===== src/rtl/combat_resolver_if.sv =====
// ---------------------------------------------------------------------------
// combat_resolver_if
// Bundles the per-frame signals exchanged between the fighter movement
// blocks, the HUD/sprite logic and the combat resolver.
//
// Signals (direction as seen by the resolver, i.e. the slave modport):
//   startscreen             in   round-start / idle, reloads health
//   p1_punch/kick/block     in   fighter 1 (right side) action flags
//   p2_punch/kick/block     in   fighter 2 (left side) action flags
//   p1_x, p1_y, p2_x, p2_y  in   fighter centre positions, unsigned 10 bit
//   p1_health, p2_health    out  current health, 8 bit
//   deathR, deathL          out  fighter 1 / fighter 2 health is zero
//   p1_hit, p2_hit          out  one-frame pulse when that fighter is damaged
//   p1_phase, p2_phase      out  attack phase 0 IDLE 1 WINDUP 2 ACTIVE 3 RECOVER
// ---------------------------------------------------------------------------
interface combat_resolver_if;
  logic       startscreen;
  logic       p1_punch, p1_kick, p1_block;
  logic       p2_punch, p2_kick, p2_block;
  logic [9:0] p1_x, p1_y, p2_x, p2_y;
  logic [7:0] p1_health, p2_health;
  logic       deathR, deathL;
  logic       p1_hit, p2_hit;
  logic [1:0] p1_phase, p2_phase;

  // The side that produces fighter actions and consumes the results.
  modport master (
    output startscreen,
    output p1_punch, p1_kick, p1_block,
    output p2_punch, p2_kick, p2_block,
    output p1_x, p1_y, p2_x, p2_y,
    input  p1_health, p2_health,
    input  deathR, deathL,
    input  p1_hit, p2_hit,
    input  p1_phase, p2_phase
  );

  // The resolver itself.
  modport slave (
    input  startscreen,
    input  p1_punch, p1_kick, p1_block,
    input  p2_punch, p2_kick, p2_block,
    input  p1_x, p1_y, p2_x, p2_y,
    output p1_health, p2_health,
    output deathR, deathL,
    output p1_hit, p2_hit,
    output p1_phase, p2_phase
  );
endinterface


===== src/rtl/combat_resolver.sv =====
// ---------------------------------------------------------------------------
// combat_resolver
// Per-frame combat stage. Each fighter owns an attack sequencer
// (IDLE -> WINDUP -> ACTIVE -> RECOVER -> IDLE). During ACTIVE frames the
// attack is tested for reach and height against the opponent; the first
// connecting frame applies damage (reduced when the defender blocks) to a
// saturating health counter. Zero health raises deathR / deathL, which
// freezes both sequencers until the next round start.
//
// Ports:
//   frame_clk   in   frame clock, all state changes on its rising edge
//   Reset_n     in   asynchronous active-low reset
//   bus_io      slave modport of combat_resolver_if (actions, positions,
//                    health, deaths, hit pulses, phase codes)
// ---------------------------------------------------------------------------
module combat_resolver #(
  parameter int HP_MAX      = 100,
  parameter int PUNCH_DMG   = 5,
  parameter int KICK_DMG    = 8,
  parameter int PUNCH_REACH = 110,
  parameter int KICK_REACH  = 130,
  parameter int Y_TOL       = 60,
  parameter int WINDUP      = 2,
  parameter int ACTIVE      = 3,
  parameter int RECOVER     = 6
) (
  input logic              frame_clk,
  input logic              Reset_n,
  combat_resolver_if.slave bus_io
);

  typedef enum logic [1:0] {
    PH_IDLE    = 2'd0,
    PH_WINDUP  = 2'd1,
    PH_ACTIVE  = 2'd2,
    PH_RECOVER = 2'd3
  } phase_e;

  localparam logic [7:0]  HP_INIT      = 8'(HP_MAX);
  localparam logic [7:0]  PUNCH_FULL   = 8'(PUNCH_DMG);
  localparam logic [7:0]  KICK_FULL    = 8'(KICK_DMG);
  localparam logic [10:0] PUNCH_RCH    = 11'(PUNCH_REACH);
  localparam logic [10:0] KICK_RCH     = 11'(KICK_REACH);
  localparam logic [10:0] Y_LIM        = 11'(Y_TOL);
  localparam logic [3:0]  WINDUP_LAST  = 4'(WINDUP - 1);
  localparam logic [3:0]  ACTIVE_LAST  = 4'(ACTIVE - 1);
  localparam logic [3:0]  RECOVER_LAST = 4'(RECOVER - 1);

  // Index 0 is fighter 1, index 1 is fighter 2.
  logic [1:0]  punchIn, kickIn, blockIn;
  logic [1:0]  connects;
  logic [1:0]  attackKick;
  logic [3:0]  phaseBits;
  logic [10:0] diffX, diffY, dx, dy;
  logic        inRangeY;
  logic        anyDeath;

  logic [7:0]  p1Health_q, p2Health_q;
  logic [7:0]  p1Health_d, p2Health_d;
  logic [7:0]  dmgP1Raw, dmgP2Raw, dmgP1, dmgP2;
  logic        p1Hit_q, p2Hit_q;
  logic        deathR_q, deathL_q;

  assign punchIn = {bus_io.p2_punch, bus_io.p1_punch};
  assign kickIn  = {bus_io.p2_kick,  bus_io.p1_kick};
  assign blockIn = {bus_io.p2_block, bus_io.p1_block};

  // Distances are formed in 11 bits so the subtraction of two 10-bit
  // positions cannot wrap; the sign bit then selects the magnitude.
  assign diffX    = {1'b0, bus_io.p1_x} - {1'b0, bus_io.p2_x};
  assign diffY    = {1'b0, bus_io.p1_y} - {1'b0, bus_io.p2_y};
  assign dx       = diffX[10] ? (~diffX + 11'd1) : diffX;
  assign dy       = diffY[10] ? (~diffY + 11'd1) : diffY;
  assign inRangeY = (dy <= Y_LIM);

  assign anyDeath = deathR_q | deathL_q;

  // One attack sequencer per fighter. Each holds its own latched attack
  // type, the landed flag that limits an attack to a single hit, and the
  // previous-frame button values used for rising-edge detection.
  for (genvar g = 0; g < 2; g++) begin : g_fighter
    phase_e      state_q;
    logic [3:0]  cnt_q;
    logic        kick_q, landed_q;
    logic        prevPunch_q, prevKick_q;
    logic        punchEdge, kickEdge;
    logic [10:0] reach;

    assign punchEdge     = punchIn[g] & ~prevPunch_q;
    assign kickEdge      = kickIn[g] & ~prevKick_q;
    assign reach         = kick_q ? KICK_RCH : PUNCH_RCH;
    assign connects[g]   = (state_q == PH_ACTIVE) && !landed_q &&
                           inRangeY && (dx <= reach);
    assign attackKick[g] = kick_q;
    assign phaseBits[2*g +: 2] = state_q;

    // The phase register is itself the phase output, so the HUD sees a
    // registered code. Each non-idle phase loads its length minus one and
    // counts down to zero before moving on. Button edges are only acted on
    // in IDLE; a kick edge wins over a punch edge in the same frame. A death
    // on either side parks the sequencer in IDLE, and round start clears
    // everything including the edge history.
    always_ff @(posedge frame_clk or negedge Reset_n) begin
      if (!Reset_n) begin
        state_q     <= PH_IDLE;
        cnt_q       <= 4'd0;
        kick_q      <= 1'b0;
        landed_q    <= 1'b0;
        prevPunch_q <= 1'b0;
        prevKick_q  <= 1'b0;
      end else if (bus_io.startscreen) begin
        state_q     <= PH_IDLE;
        cnt_q       <= 4'd0;
        kick_q      <= 1'b0;
        landed_q    <= 1'b0;
        prevPunch_q <= 1'b0;
        prevKick_q  <= 1'b0;
      end else begin
        prevPunch_q <= punchIn[g];
        prevKick_q  <= kickIn[g];
        if (anyDeath) begin
          state_q  <= PH_IDLE;
          cnt_q    <= 4'd0;
          landed_q <= 1'b0;
        end else begin
          case (state_q)
            PH_IDLE: begin
              if (punchEdge || kickEdge) begin
                state_q  <= PH_WINDUP;
                cnt_q    <= WINDUP_LAST;
                kick_q   <= kickEdge;
                landed_q <= 1'b0;
              end
            end
            PH_WINDUP: begin
              if (cnt_q == 4'd0) begin
                state_q <= PH_ACTIVE;
                cnt_q   <= ACTIVE_LAST;
              end else begin
                cnt_q <= cnt_q - 4'd1;
              end
            end
            PH_ACTIVE: begin
              if (connects[g]) begin
                landed_q <= 1'b1;
              end
              if (cnt_q == 4'd0) begin
                state_q <= PH_RECOVER;
                cnt_q   <= RECOVER_LAST;
              end else begin
                cnt_q <= cnt_q - 4'd1;
              end
            end
            PH_RECOVER: begin
              if (cnt_q == 4'd0) begin
                state_q <= PH_IDLE;
              end else begin
                cnt_q <= cnt_q - 4'd1;
              end
            end
            default: begin
              state_q <= PH_IDLE;
              cnt_q   <= 4'd0;
            end
          endcase
        end
      end
    end
  end

  // Damage each fighter would take this frame: the attacker's latched type
  // picks the base value, and the defender's block flag in the same frame
  // cuts it to a quarter.
  assign dmgP1Raw = attackKick[1] ? KICK_FULL : PUNCH_FULL;
  assign dmgP2Raw = attackKick[0] ? KICK_FULL : PUNCH_FULL;
  assign dmgP1    = blockIn[0] ? (dmgP1Raw >> 2) : dmgP1Raw;
  assign dmgP2    = blockIn[1] ? (dmgP2Raw >> 2) : dmgP2Raw;

  // Next health values. Subtraction saturates at zero so a low health can
  // never wrap back up. Each side is updated on its own, so a trade in the
  // same frame damages both fighters.
  always_comb begin
    p1Health_d = p1Health_q;
    p2Health_d = p2Health_q;
    if (connects[1]) begin
      p1Health_d = (p1Health_q > dmgP1) ? (p1Health_q - dmgP1) : 8'd0;
    end
    if (connects[0]) begin
      p2Health_d = (p2Health_q > dmgP2) ? (p2Health_q - dmgP2) : 8'd0;
    end
  end

  // Health, hit pulses and death flags. Deaths are taken from the next
  // health value so they appear in the same frame as the killing blow.
  // Once anyone is dead, health is frozen and no further hits are reported
  // until round start reloads everything.
  always_ff @(posedge frame_clk or negedge Reset_n) begin
    if (!Reset_n) begin
      p1Health_q <= HP_INIT;
      p2Health_q <= HP_INIT;
      p1Hit_q    <= 1'b0;
      p2Hit_q    <= 1'b0;
      deathR_q   <= 1'b0;
      deathL_q   <= 1'b0;
    end else if (bus_io.startscreen) begin
      p1Health_q <= HP_INIT;
      p2Health_q <= HP_INIT;
      p1Hit_q    <= 1'b0;
      p2Hit_q    <= 1'b0;
      deathR_q   <= 1'b0;
      deathL_q   <= 1'b0;
    end else if (anyDeath) begin
      p1Hit_q <= 1'b0;
      p2Hit_q <= 1'b0;
    end else begin
      p1Health_q <= p1Health_d;
      p2Health_q <= p2Health_d;
      p1Hit_q    <= connects[1];
      p2Hit_q    <= connects[0];
      deathR_q   <= (p1Health_d == 8'd0);
      deathL_q   <= (p2Health_d == 8'd0);
    end
  end

  assign bus_io.p1_health = p1Health_q;
  assign bus_io.p2_health = p2Health_q;
  assign bus_io.p1_hit    = p1Hit_q;
  assign bus_io.p2_hit    = p2Hit_q;
  assign bus_io.deathR    = deathR_q;
  assign bus_io.deathL    = deathL_q;
  assign bus_io.p1_phase  = phaseBits[1:0];
  assign bus_io.p2_phase  = phaseBits[3:2];

endmodule


===== src/flat_wrapper.sv =====
// flat-port wrapper written by rule: the top's interface ports become plain ports
module combat_resolver_flat 
#(
  parameter int HP_MAX      = 100,
  parameter int PUNCH_DMG   = 5,
  parameter int KICK_DMG    = 8,
  parameter int PUNCH_REACH = 110,
  parameter int KICK_REACH  = 130,
  parameter int Y_TOL       = 60,
  parameter int WINDUP      = 2,
  parameter int ACTIVE      = 3,
  parameter int RECOVER     = 6
)
  (frame_clk, Reset_n, bus_io_startscreen, bus_io_p1_punch, bus_io_p1_kick, bus_io_p1_block, bus_io_p2_punch, bus_io_p2_kick, bus_io_p2_block, bus_io_p1_x, bus_io_p1_y, bus_io_p2_x, bus_io_p2_y, bus_io_p1_health, bus_io_p2_health, bus_io_deathR, bus_io_deathL, bus_io_p1_hit, bus_io_p2_hit, bus_io_p1_phase, bus_io_p2_phase);
  combat_resolver_if bus_io_i ();
  input logic frame_clk;
  input logic Reset_n;
  input wire logic [$bits(bus_io_i.startscreen)-1:0] bus_io_startscreen;
  input wire logic [$bits(bus_io_i.p1_punch)-1:0] bus_io_p1_punch;
  input wire logic [$bits(bus_io_i.p1_kick)-1:0] bus_io_p1_kick;
  input wire logic [$bits(bus_io_i.p1_block)-1:0] bus_io_p1_block;
  input wire logic [$bits(bus_io_i.p2_punch)-1:0] bus_io_p2_punch;
  input wire logic [$bits(bus_io_i.p2_kick)-1:0] bus_io_p2_kick;
  input wire logic [$bits(bus_io_i.p2_block)-1:0] bus_io_p2_block;
  input wire logic [$bits(bus_io_i.p1_x)-1:0] bus_io_p1_x;
  input wire logic [$bits(bus_io_i.p1_y)-1:0] bus_io_p1_y;
  input wire logic [$bits(bus_io_i.p2_x)-1:0] bus_io_p2_x;
  input wire logic [$bits(bus_io_i.p2_y)-1:0] bus_io_p2_y;
  output wire logic [$bits(bus_io_i.p1_health)-1:0] bus_io_p1_health;
  output wire logic [$bits(bus_io_i.p2_health)-1:0] bus_io_p2_health;
  output wire logic [$bits(bus_io_i.deathR)-1:0] bus_io_deathR;
  output wire logic [$bits(bus_io_i.deathL)-1:0] bus_io_deathL;
  output wire logic [$bits(bus_io_i.p1_hit)-1:0] bus_io_p1_hit;
  output wire logic [$bits(bus_io_i.p2_hit)-1:0] bus_io_p2_hit;
  output wire logic [$bits(bus_io_i.p1_phase)-1:0] bus_io_p1_phase;
  output wire logic [$bits(bus_io_i.p2_phase)-1:0] bus_io_p2_phase;
  assign bus_io_i.startscreen = bus_io_startscreen;
  assign bus_io_i.p1_punch = bus_io_p1_punch;
  assign bus_io_i.p1_kick = bus_io_p1_kick;
  assign bus_io_i.p1_block = bus_io_p1_block;
  assign bus_io_i.p2_punch = bus_io_p2_punch;
  assign bus_io_i.p2_kick = bus_io_p2_kick;
  assign bus_io_i.p2_block = bus_io_p2_block;
  assign bus_io_i.p1_x = bus_io_p1_x;
  assign bus_io_i.p1_y = bus_io_p1_y;
  assign bus_io_i.p2_x = bus_io_p2_x;
  assign bus_io_i.p2_y = bus_io_p2_y;
  assign bus_io_p1_health = bus_io_i.p1_health;
  assign bus_io_p2_health = bus_io_i.p2_health;
  assign bus_io_deathR = bus_io_i.deathR;
  assign bus_io_deathL = bus_io_i.deathL;
  assign bus_io_p1_hit = bus_io_i.p1_hit;
  assign bus_io_p2_hit = bus_io_i.p2_hit;
  assign bus_io_p1_phase = bus_io_i.p1_phase;
  assign bus_io_p2_phase = bus_io_i.p2_phase;
  combat_resolver #(.HP_MAX(HP_MAX), .PUNCH_DMG(PUNCH_DMG), .KICK_DMG(KICK_DMG), .PUNCH_REACH(PUNCH_REACH), .KICK_REACH(KICK_REACH), .Y_TOL(Y_TOL), .WINDUP(WINDUP), .ACTIVE(ACTIVE), .RECOVER(RECOVER)) u_core (.frame_clk(frame_clk), .Reset_n(Reset_n), .bus_io(bus_io_i));
endmodule

===== config.mk =====
export PLATFORM = sky130hd
export DESIGN_NAME = combat_resolver_flat
export DESIGN_NICKNAME = d
export VERILOG_FILES = /design/src/rtl/combat_resolver_if.sv /design/src/rtl/combat_resolver.sv /design/src/flat_wrapper.sv
export SDC_FILE = /design/constraint.sdc
export NUM_CORES = 1
export LEC_CHECK = 0
export ABC_AREA = 0
export CAP_MARGIN = 30
export CORE_MARGIN = 1.5
export CORE_UTILIZATION = 60
export DETAILED_ROUTE_END_ITERATION = 8
export PLACE_DENSITY = 0.88
export SYNTH_ARGS = -nofsm -noshare
export SYNTH_HDL_FRONTEND = slang
export SYNTH_SLANG_ARGS = --single-unit

===== constraint.sdc =====
create_clock -name frame_clk -period 5.47 [get_ports frame_clk]
set_clock_uncertainty 0.05 [all_clocks]
set_input_delay 0.547 -clock frame_clk [delete_from_list [all_inputs] [get_ports frame_clk]]
set_output_delay 0.547 -clock frame_clk [all_outputs]
set_load 0.005 [all_outputs]

==> reports/metrics.csv <==
metric,value,unit
outcome,completed,
worstPathArrival,5310,ps
synth_cell_types,81,
antenna_left,0,
postCtsSetupRepairBufs,0,
grt_pass1_wl,18900,um
h-tree-depth,2,
drt-total-wl,11100,um
synth_edf_count,0,
fin_area,5500,um2
start_util,63.0,%
required,5650,ps
antenna_found_initial,0,
timing.rr.end,u_core.bus_io.deathL$_DFFE_PN0N_,
min_period,5130,ps
slew_viol_final,0,
die_w,90.7,um
hold_violations,0,
netlist_area,4620,um2
rows,31,
end_kind,flip-flop,
grt_max_degree,41,
drc,0,
max_cap_viol_count,0,
dr.pass1.iters,5,
place_area,5390,um2
yosysSeqAreaShare,21.8,%
place.gp.congestion,0.866,
drt-initial-drc-count,233,
cts_tree,yes,
cts_resized,0,
yosysTopAreaCell,dfrtp_1,
regToRegStartpoint,u_core.g_fighter[0].kick_q$_DFFE_PN0P_,
crit_fanout,10,
grt_overflow,0,
hold_path_class,input port to asynchronous set/reset pin,
synth_top_cell_area_share,18.4,%
async_reset_ff_share,100,%
cp-start-kind,input port,
netlist_top_cells_count,"nor2_1 (57), ha_1 (51), inv_1 (46)",
grt_util_all_layers,27.2,%
synthFlopType,dfrtp_1,
setup-tns-final,0,ps
numCtsBuffers,5,
final_nets,731,
reg2reg_slack,2450,ps
hold_ws,309,ps
netlist_instances,560,
core,7330,um2
relSlewSlack,33.6,%
clock-sinks,40,
leakagePower,2.39,nW
synth.avg_cell_area,8.24,um2
io_pins,73,
portBuffers,72,
vias,4426,
area_growth,19.1,%
path_clk_slew,80,ps
clockRootBuffer,clkbuf_8,
syn_nets,664,
fin_crit_sh,93.8,%
tightest_slew,993,ps
yosys_register_bits,40,
cts_buffer_depth,2,
fp.dieH,90.7,um
synth_area_leaders,"dfrtp_1 (18%), ha_1 (14%), nor2_1 (4.6%)",
power_density,266,nW/um2
grt_pass1_vias,4212,
ir_worst_vdd,236,uV
diodes,0,
drive_above_1_share,6.85,%
rsz0062_at_grt,no,
crit_type,input port to flip-flop,
wl_per_cell,15.2,um
worstRegToRegCells,11,
routed_via_density,6.09,
setup_viol_count_final,0,
cts_hold_buffers,0,
clock_latency,300,ps
synth_most_common_cell,nor2_1,
dieArea,8230,um2
dp_hpwl,8680,um
max_freq,0.195,GHz
yosys_warnings,0,
-- worst max path at each step --
stage	start	endpoint	slack, ps	depth (start not counted)
finish	bus_io_p1_x[0]	u_core.bus_io.p2_health[6]$_DFFE_PN1N_	340	19
global route	bus_io_p1_x[0]	u_core.bus_io.p2_health[5]$_DFFE_PN1N_	60	19
CTS	bus_io_p1_x[0]	u_core.bus_io.p2_health[6]$_DFFE_PN1N_	400	19
detailed placement	bus_io_p1_x[0]	u_core.bus_io.p2_health[6]$_DFFE_PN1N_	90	19
global placement	bus_io_p1_x[0]	u_core.bus_io.p2_health[6]$_DFFE_PN1N_	260	18
floorplan	bus_io_p1_x[0]	u_core.bus_io.p1_health[7]$_DFFE_PN0N_	890	18
-- sequential cells by signal (all words and copies together), names as in the netlist --
| register | flops |
|---|---|
| u_core.g_fighter.landed_q | 2 |
| u_core.bus_io.p1_hit | 1 |
| u_core.bus_io.p2_health | 8 |
| u_core.bus_io.p2_phase | 2 |
| u_core.bus_io.deathR | 1 |
| u_core.bus_io.p2_hit | 1 |
| u_core.bus_io.p1_health | 8 |
| u_core.g_fighter.cnt_q | 8 |
| u_core.g_fighter.prevKick_q | 2 |
| u_core.g_fighter.kick_q | 2 |
| u_core.bus_io.p1_phase | 2 |
| u_core.g_fighter.prevPunch_q | 2 |
| u_core.bus_io.deathL | 1 |
-- layout by cell type, fill, tap and decap left out, types with 13 or more instances in the layout --
| cell | Yosys | routed |
|---|---|---|
| a21o_1 | 18 | 18 |
| clkdlybuf4s50_1 | 0 | 71 |
| o21ai_0 | 24 | 24 |
| inv_1 | 46 | 46 |
| a21oi_1 | 29 | 29 |
| dfrtp_1 | 34 | 34 |
| nand2_1 | 39 | 39 |
| nor2_1 | 57 | 57 |
| ha_1 | 51 | 51 |
| nor2b_1 | 16 | 16 |
| nor3_1 | 13 | 13 |
| xnor2_1 | 14 | 14 |
-- through the flow --
| stage | setup WS [ps] | utilization (%) | cells | power [mW] |
|---|---|---|---|---|
| floorplan | 893 | - | 560 | 0.984 |
| global placement | 265 | 73.5 | 719 | 1.16 |
| detailed placement | 86.1 | 73.5 | 719 | 1.20 |
| CTS | 396 | 75.0 | 727 | 1.45 |
| global route | 58.4 | 75.0 | 727 | 1.58 |
| finish | 337 | 75.0 | 727 | 1.46 |
-- layout make-up --
type                    instances  area, um2
clock inverters                 2       35.0
flip-flops and latches         40       1010
repair buffers                 73        723
fillers                       544       1830
clock buffers                   6       72.6
multi-input cells             461       3360
well taps                      99        124
inverters                      46        173
-- layer usage --
metal  track usage, %  up-vias  part of all wire [%]
met4             7.14        0                  0.70
met5                0        -                     0
met2             47.2      111                    50
met3             4.04       11                   4.3
met1             35.0     2109                    45
li1                 -     2195                     -
-- logic make-up after synthesis --
family / share of synthesized area (%)
adder cells (fa/ha/maj): 15.6
AND/OR/NAND/NOR: 24.3
flip-flops: 21.8
AO/OA/AOI/OAI: 26.4
multiplexers: 1.98
buffers and inverters: 5.34
XOR/XNOR: 4.55
-- power breakdown --
group,internal (mW),switching (mW)
Clock,0.135,0.108
Sequential,0.328,0.0406
Combinational,0.374,0.475
-- worst max-delay path, cell delays in order --
cell and delay (ps):
clkdlybuf4s50_1 450, inv_1 40, ha_1 190, fa_1 430
and2b_4 290, o2111ai_2 170, a211oi_4 400, or2_1 220
nor2_1 70, xnor2_1 230, ha_1 290, o31a_1 130
a21o_1 190, a311o_1 350, o31ai_2 280, nand4_2 270
nor2_4 320, nand3b_1 110, a221o_1 350
No activity file was read; power rests on OpenSTA's default activity.
